## src/rtl/shift_seq.sv

```systemverilog
// rtl/shift_seq.sv - command sequencer driving a 4-mode universal shift register
// Accepts READ/LOAD/SHL/SHR commands and returns register contents on a one-cycle strobe.

module uni_shift #(
    parameter int N = 8
) (
    input  logic         clk,
    input  logic         rst,
    input  logic [1:0]   mode_i,
    input  logic [N-1:0] d_i,
    output logic [N-1:0] q_o
);
    logic [N-1:0] q_q;

    always_ff @(posedge clk or posedge rst) begin
        if (rst) begin
            q_q <= '0;
        end else begin
            case (mode_i)
                2'b01:   q_q <= {q_q[N-2:0], d_i[0]};
                2'b10:   q_q <= {d_i[N-1], q_q[N-1:1]};
                2'b11:   q_q <= d_i;
                default: q_q <= q_q;
            endcase
        end
    end

    assign q_o = q_q;
endmodule

module shift_seq #(
    parameter int N  = 8,
    parameter int AW = 4
) (
    input  logic          clk,
    input  logic          rst,
    input  logic          cmd_valid_i,
    output logic          cmd_ready_o,
    input  logic [1:0]    cmd_op_i,
    input  logic [AW-1:0] cmd_amt_i,
    input  logic [1:0]    cmd_fill_i,
    input  logic [N-1:0]  cmd_data_i,
    output logic          rsp_valid_o,
    output logic [N-1:0]  rsp_data_o,
    output logic          busy_o
);
    typedef enum logic [1:0] {
        S_IDLE  = 2'd0,
        S_LOAD  = 2'd1,
        S_SHIFT = 2'd2,
        S_RESP  = 2'd3
    } state_t;

    localparam logic [1:0] OP_READ = 2'b00;
    localparam logic [1:0] OP_LOAD = 2'b01;

    state_t        state_q;
    logic          dir_right_q;
    logic [1:0]    fill_q;
    logic [AW-1:0] cnt_q;
    logic [N-1:0]  data_q;
    logic [N-1:0]  shadow_q;
    logic          rsp_valid_q;
    logic          busy_q;
    logic          ready_q;

    logic [1:0]    mode_d;
    logic [N-1:0]  d_d;
    logic [N-1:0]  q_d;
    logic          fill_bit;
    logic [N-1:0]  q_w;

    // Fill comes from the shadow so the instance output never feeds its own inputs.
    always_comb begin
        fill_bit = 1'b0;
        case (fill_q)
            2'b00: fill_bit = 1'b0;
            2'b01: fill_bit = 1'b1;
            2'b10: fill_bit = dir_right_q ? shadow_q[0]   : shadow_q[N-1];
            2'b11: fill_bit = dir_right_q ? shadow_q[N-1] : shadow_q[0];
            default: fill_bit = 1'b0;
        endcase
    end

    always_comb begin
        mode_d = 2'b00;
        d_d    = '0;
        case (state_q)
            S_LOAD: begin
                mode_d = 2'b11;
                d_d    = data_q;
            end
            S_SHIFT: begin
                if (dir_right_q) begin
                    mode_d   = 2'b10;
                    d_d[N-1] = fill_bit;
                end else begin
                    mode_d = 2'b01;
                    d_d[0] = fill_bit;
                end
            end
            default: begin
                mode_d = 2'b00;
                d_d    = '0;
            end
        endcase
    end

    // Shadow applies the register's own next-state so it matches q in every cycle.
    always_comb begin
        q_d = shadow_q;
        case (mode_d)
            2'b01:   q_d = {shadow_q[N-2:0], d_d[0]};
            2'b10:   q_d = {d_d[N-1], shadow_q[N-1:1]};
            2'b11:   q_d = d_d;
            default: q_d = shadow_q;
        endcase
    end

    uni_shift #(.N(N)) u_reg (
        .clk    (clk),
        .rst    (rst),
        .mode_i (mode_d),
        .d_i    (d_d),
        .q_o    (q_w)
    );

    always_ff @(posedge clk or posedge rst) begin
        if (rst) begin
            state_q     <= S_IDLE;
            dir_right_q <= 1'b0;
            fill_q      <= '0;
            cnt_q       <= '0;
            data_q      <= '0;
            shadow_q    <= '0;
            rsp_valid_q <= 1'b0;
            busy_q      <= 1'b0;
            ready_q     <= 1'b0;
        end else begin
            shadow_q    <= q_d;
            rsp_valid_q <= 1'b0;
            case (state_q)
                S_IDLE: begin
                    ready_q <= 1'b1;
                    if (cmd_valid_i && ready_q) begin
                        dir_right_q <= cmd_op_i[0];
                        fill_q      <= cmd_fill_i;
                        data_q      <= cmd_data_i;
                        cnt_q       <= cmd_amt_i;
                        ready_q     <= 1'b0;
                        busy_q      <= 1'b1;
                        if (cmd_op_i == OP_LOAD) begin
                            state_q <= S_LOAD;
                        end else if (cmd_op_i == OP_READ || cmd_amt_i == '0) begin
                            state_q     <= S_RESP;
                            rsp_valid_q <= 1'b1;
                        end else begin
                            state_q <= S_SHIFT;
                        end
                    end
                end
                S_LOAD: begin
                    state_q     <= S_RESP;
                    rsp_valid_q <= 1'b1;
                end
                S_SHIFT: begin
                    cnt_q <= cnt_q - 1'b1;
                    if (cnt_q == AW'(1)) begin
                        state_q     <= S_RESP;
                        rsp_valid_q <= 1'b1;
                    end
                end
                S_RESP: begin
                    state_q <= S_IDLE;
                    busy_q  <= 1'b0;
                    ready_q <= 1'b1;
                end
                default: state_q <= S_IDLE;
            endcase
        end
    end

    assign cmd_ready_o = ready_q;
    assign rsp_valid_o = rsp_valid_q;
    assign rsp_data_o  = q_w;
    assign busy_o      = busy_q;
endmodule

```

## config.mk

```make
export PLATFORM = sky130hd
export DESIGN_NAME = shift_seq
export DESIGN_NICKNAME = d
export VERILOG_FILES = /design/src/rtl/shift_seq.sv
export SDC_FILE = /design/constraint.sdc
export NUM_CORES = 1
export LEC_CHECK = 0
export CAP_MARGIN = 10
export CELL_PAD_IN_SITES_DETAIL_PLACEMENT = 1
export CELL_PAD_IN_SITES_GLOBAL_PLACEMENT = 1
export CORE_ASPECT_RATIO = 0.7
export CORE_MARGIN = 4
export CORE_UTILIZATION = 48
export DETAILED_ROUTE_END_ITERATION = 10
export DONT_BUFFER_PORTS = 1
export GPL_TIMING_DRIVEN = 0
export PLACE_DENSITY = 0.78
export SLEW_MARGIN = 20
export SYNTH_ARGS = -nofsm -noshare
export SYNTH_HDL_FRONTEND = slang
export SYNTH_HIERARCHICAL = 1
export SYNTH_SLANG_ARGS = --single-unit
```

## constraint.sdc

```tcl
create_clock -name clk -period 3.1 [get_ports clk]
set_clock_uncertainty 0.2 [all_clocks]
set_input_delay 0.31 -clock clk [delete_from_list [all_inputs] [get_ports clk]]
set_output_delay 0.31 -clock clk [all_outputs]
set_load 0.02 [all_outputs]
```

Word level (Yosys, flattened, before mapping)
Cells that the tools add are included.

Input bits: 19. Output and inout bits: 11. Bits in registers: 36. Word-level logic and storage cells: 65.

Add/subtract/negate cells: 1. Muxes and demuxes: 28. Reductions and logical operators: 13. Equality and inequality tests: 13.

Operator list (count): 8-bit case mux with 3 select lines (2); 2-bit == test, second input constant (6); 1-bit two-way mux (11); 2-bit by 1-bit == test with 1-bit output, second input constant (4); 2-bit two-way mux (4); 1-bit case mux with 2 select lines (4); 2-bit case mux with 4 select lines (1); 4-bit case mux with 2 select lines (1); 2-bit AND reduction (4); 2-bit logical NOT (3); 6-bit two-way mux (1); 4-bit by 1-bit == test with 1-bit output, second input constant (1); 4-bit logical NOT (1); 4-bit two-way mux (1); 2-bit inequality test, second input constant (2); 1-bit case mux with 4 select lines (1); 2-bit case mux with 2 select lines (1); 2-bit nonzero test (2); 4-bit by 1-bit subtractor with 4-bit output, second input constant (1); 1-bit case mux with 3 select lines (1); 3-bit nonzero test (1); 1-bit logical AND (1); 1-bit logical OR (1).

Logic depth before layout (Yosys ltp)
Depth in word-level cells: 6. Gate-level depth with buffers: 9. Mapped depth without buffers: 7.

By module
The synthesis kept the hierarchy.

Modules (own cells, without submodules): shift_seq (cells each 172, area an instance 1700.4 um2, times used 1, sequential area each 700.7 um2); uni_shift (cells each 23, area an instance 399.1 um2, times used 1, sequential area each 200.2 um2).

Least setup slack after synthesis
No wires, ideal clock.

Kind: flip-flop to flip-flop. From: register state_q[0]. To: register u_reg.q_q[4] (netlist: u_reg/q_o[4]). Arrival: 1868 ps. Cell stages (with the launch flop): 7. Library setup time: 138 ps. Path slack: 894 ps. Required time: 2762 ps. Path buffers: 2. Clock period less this slack: 2206 ps. Path through: dfrtp_1 > inv_1 > ha_1 > clkbuf_1 > nor2b_1 > buf_6 > mux4_2.

Cells in the longest elaborated chain, start to end: 4. Elaborated cells between the ends (all ways): 9. Classes of those cells: eq/ne: 5; mux: 3; reduce/logical: 1.

Ends and longest elaborated chain: from (decl) (RTL line 57) `state_t state_q;`; from (signal assigned) (RTL line 130) `state_q <= S_IDLE;`; from (signal assigned) (RTL line 153) `state_q <= S_LOAD;`; from (signal assigned) (RTL line 155) `state_q <= S_RESP;`; 2-bit == test or 2-bit by 1-bit == test with 1-bit output (tied branches) (RTL line 88) `case (state_q)`; 2-bit case mux with 2 select lines (*) (RTL line 88); net mode_d[1] (RTL line 67) `logic [1:0] mode_d;`; 2-bit == test or 2-bit by 1-bit == test with 1-bit output (tied branches) (RTL line 19) `case (mode_i)`; 8-bit case mux with 3 select lines or 3-bit nonzero test (tied branches); to (signal assigned) (RTL line 20) `2'b01: q_q <= {q_q[N-2:0], d_i[0]};`; to (signal assigned) (RTL line 21) `2'b10: q_q <= {d_i[N-1], q_q[N-1:1]};`; to (signal assigned) (RTL line 22) `2'b11: q_q <= d_i;`; to (decl) (RTL line 13) `logic [N-1:0] q_q;`.

The timed path passes the listed nets; every way through them passes the cells marked *. A chain may end at the register's enable or synchronous reset.

Worst setup path after layout
From: register state_q[1]. To: register u_reg.q_q[5] (netlist: u_reg/q_o[5]).

Same word-level chain as after synthesis.

==> flow_metrics.env <==
export IMPL_synth_compound_area_share_pct=15.2
export IMPL_power_w=0.00275
export IMPL_io_buffers=0
export IMPL_finalSetupViolCount=0
export IMPL_finalWirelength_um=5260
export IMPL_netlist_area_sq_um=2100
export IMPL_synth_avg_cell_area_sq_um=10.8
export IMPL_start_util_pct=51.6
export IMPL_rows=19
export IMPL_crit_chain="inv_1 > ha_1 > buf_6 > clkbuf_1 > a21oi_1 > nor2b_1 > buf_6 > mux4_2"
export IMPL_ys_warnings_count=6
export IMPL_diodes=0
export IMPL_setup_ws_ns=0.530
export IMPL_period_share_pct=82.9
export IMPL_switching_power_w=0.00120
export IMPL_max_cap_violations=0
export IMPL_crit_path_end_kind="register"
export IMPL_max_stage_delay_ns=0.51
export IMPL_grt_max_degree=29
export IMPL_clk_latency_ns=0.29
export IMPL_track_usage_pct=20.0
export IMPL_grt_pass1_wl_um=8550
export IMPL_p_clk_share_pct=12.9
export IMPL_fin_tns_setup_ns=0
export IMPL_crit_type="reg -> reg"
export IMPL_relSlewSlack_pct=57.2
export IMPL_clock_sinks=36
export IMPL_rsz0062_at_grt="false"
export IMPL_cts_resized=0
export IMPL_drive_gt1_share_pct=19.4
export IMPL_hold_path_class="in -> reg"
export IMPL_seqPwrFrac_pct=34.8
export IMPL_clk_pin_slew_ns=0.08
export IMPL_hold_viol=1
export IMPL_root_buffer="clkbuf_8"
export IMPL_power_leakage_nw=1.03
export IMPL_antenna_found_initial=0
export IMPL_power_frac_comb_pct=52.3
export IMPL_cp_start_kind="register"
export IMPL_synthMuxAreaShare_pct=16.4
export IMPL_swShare_pct=43.8
export IMPL_synth_top_family_by_area="multiplexers"
export IMPL_coreArea_sq_um=4070
export IMPL_critPathRequiredTime_ns=3.06
export IMPL_synthAdderAreaFrac_pct=4.77
export IMPL_min_period_ns=2.57
export IMPL_cp_max_fo=10
export IMPL_yosys_cell_types_count=45
export IMPL_ys_async_sr_fraction_pct=100
export IMPL_drt_iter0_drc=149
export IMPL_synth_seq_cells=36
export IMPL_critPathBufInv=4
export IMPL_synthCells=195
export IMPL_ir_drop_v=0.000529
export IMPL_die_area_sq_um=5510
export IMPL_p_per_area_nw_per_um2=1150
export IMPL_r2r_end="u_reg/q_o[5]"
export IMPL_crit_slowest_cell="mux4_2"
export IMPL_ys_flop_type="dfrtp_1"
export IMPL_final_net_count=242
export IMPL_post_dp_hpwl_um=3980
export IMPL_min_delay_start="cmd_amt_i[0]"
export IMPL_h_tree_depth=2
export IMPL_rr_startpoint="state_q[1]"
export IMPL_area_growth_pct=13.8
export IMPL_drc_errors=0
export IMPL_clock_path_buffers=2
export IMPL_status="finished, violations left"
export IMPL_io_pins=30
export IMPL_fmax_mhz=389
export IMPL_finalHoldWorstSlack_ns=-0.00112
export IMPL_fin_util_pct=58.8
export IMPL_synth_seq_area_share_pct=42.9
export IMPL_violations="hold timing"
export IMPL_cts_buffers=5
export IMPL_whs_path_depth=2
export IMPL_place_congestion=0.842
export IMPL_ant_nets=0
export IMPL_grt_pass1_vias=1657
export IMPL_die_y_um=63.3
export IMPL_r2r_slack_ns=0.53
export IMPL_wl_per_cell_um=19.6
export IMPL_overflow=0
export IMPL_dr_total_vias=1574
export IMPL_whs_endpoint="cnt_q[0]"
export IMPL_firstDrtPassIters=4
export IMPL_synth_edf_count=0
export IMPL_cts_tree="yes"
export IMPL_worst_path_most_repeated_cell="buf_6"
export IMPL_die_w_um=87.0
export IMPL_cp_data_arrival_time_ns=2.53
export IMPL_synthSimpleGateAreaFrac_pct=14.3
export IMPL_startpoint="state_q[1]"
export IMPL_tightest_slew_ns=0.634
export IMPL_viasPerCell=5.87
export IMPL_synth_xor_area_share_pct=0
export IMPL_drv_slew=0
export IMPL_post_place_ws_ns=0.560
export IMPL_cp_top_family="buffers and inverters"
export IMPL_r2r_worst_path_cells=8
export IMPL_synth_nets=222
export IMPL_intPower_w=0.00154
power groups by stage:
stage,combinational (W),clock (W),sequential [W]
2_1_floorplan,0.00114,0,0.000889
3_3_place_gp,0.00134,0,0.000938
3_5_place_dp,0.00142,0,0.000963
4_1_cts,0.00144,0.000357,0.000955
5_1_grt,0.00158,0.000385,0.000990
6_report,0.00144,0.000353,0.000956
per-stage QoR:
step	instances	cell area (sq um)
CTS	267	2380
finish	268	2390
global route	268	2390
detailed placement	247	2160
floorplan	195	2100
global placement	247	2160
how the worst max path moves through the flow:
stage	end	slack [ns]	cells after the start
floorplan	u_reg/q_o[4]	0.89	6
global placement	u_reg/q_o[1]	0.64	6
detailed placement	u_reg/q_o[5]	0.56	8
CTS	u_reg/q_o[5]	0.52	6
global route	u_reg/q_o[5]	0.39	8
finish	u_reg/q_o[5]	0.53	8
flip-flops by register name, summed over array words and instances (netlist names):
name and cells:
u_reg/q_o 8, fill_q 2, rsp_valid_o 1, shadow_q 8, cmd_ready_o 1, data_q 8, state_q 2, cnt_q 4
dir_right_q 1, busy_o 1
cells by family (layout without fill, tap and decap cells):
logic type,count (synthesis),in the layout
fa+ha+maj,8,8
flops,36,36
compound gates,46,46
simple gates,59,59
mux,25,25
buf+inv,21,42
layout by cell type, fill, tap and decap left out, types with 2 or more instances in the layout:
master	netlist	final
dfrtp_1	36	36
nand2_1	20	20
nor2_1	13	13
dlygate4sd3_1	0	13
a21oi_1	11	11
mux2_2	11	11
inv_1	11	10
ha_1	8	8
clkbuf_8	1	7
mux2i_1	7	7
o21ai_0	7	7
buf_6	6	6
o31ai_1	6	6
mux4_2	6	6
and2_1	5	5
nand3_1	5	5
nor3_1	4	4
nor2b_1	4	4
clkbuf_1	2	3
a211oi_1	3	3
and2_2	2	2
a31oi_1	2	2
a21boi_0	2	2
synth_stat cells (all sizes together), types with 2 or more instances:
cell     n  area, sq um
a21boi   2         15.0
ha       8          100
o31ai    6         45.0
o21ai    8         40.0
a211oi   3         22.5
nand3    6         42.5
a21oi   12         71.3
mux2    12          139
mux4     6          135
nor2    13         48.8
dfrtp   36          901
nor2b    4         25.0
and2     7         46.3
nand2   20         75.1
a31oi    2         12.5
buf      7         72.6
clkbuf   3         21.3
inv     11         41.3
mux2i    7         70.1
nor3     4         20.0
worst reg2reg max path, stage by stage (launching register included):
cell and delay [ns]:
dfrtp_1 0.41, inv_1 0.16, ha_1 0.22, buf_6 0.15
clkbuf_1 0.37, a21oi_1 0.08, nor2b_1 0.17, buf_6 0.18
mux4_2 0.51
layer usage:
layer | global-route usage (%) | routed length [um] | up-vias
met2 | 30.5 | 2340 | 32
met3 | 4.04 | 239 | 6
met4 | 3.31 | 42 | 0
met1 | 29.6 | 2640 | 795
met5 | 0 | 0 | -
li1 | - | - | 741
what timing repair did:
action                                 in CTS  in global routing
hold buffers                               12                  1
setup buffers                               0                  0
endpoints found under the hold margin      19                 28
cell type report:
type,count,area (sq um)
clock inverters,1,7.51
multi-input cells,138,1060
fillers,435,1680
flip-flops and latches,36,901
repair buffers,13,130
inverters,11,41.3
well taps,52,65.1
plain buffers,10,93.8
clock buffers,7,86.3
Power figures use the tool's default switching activity.
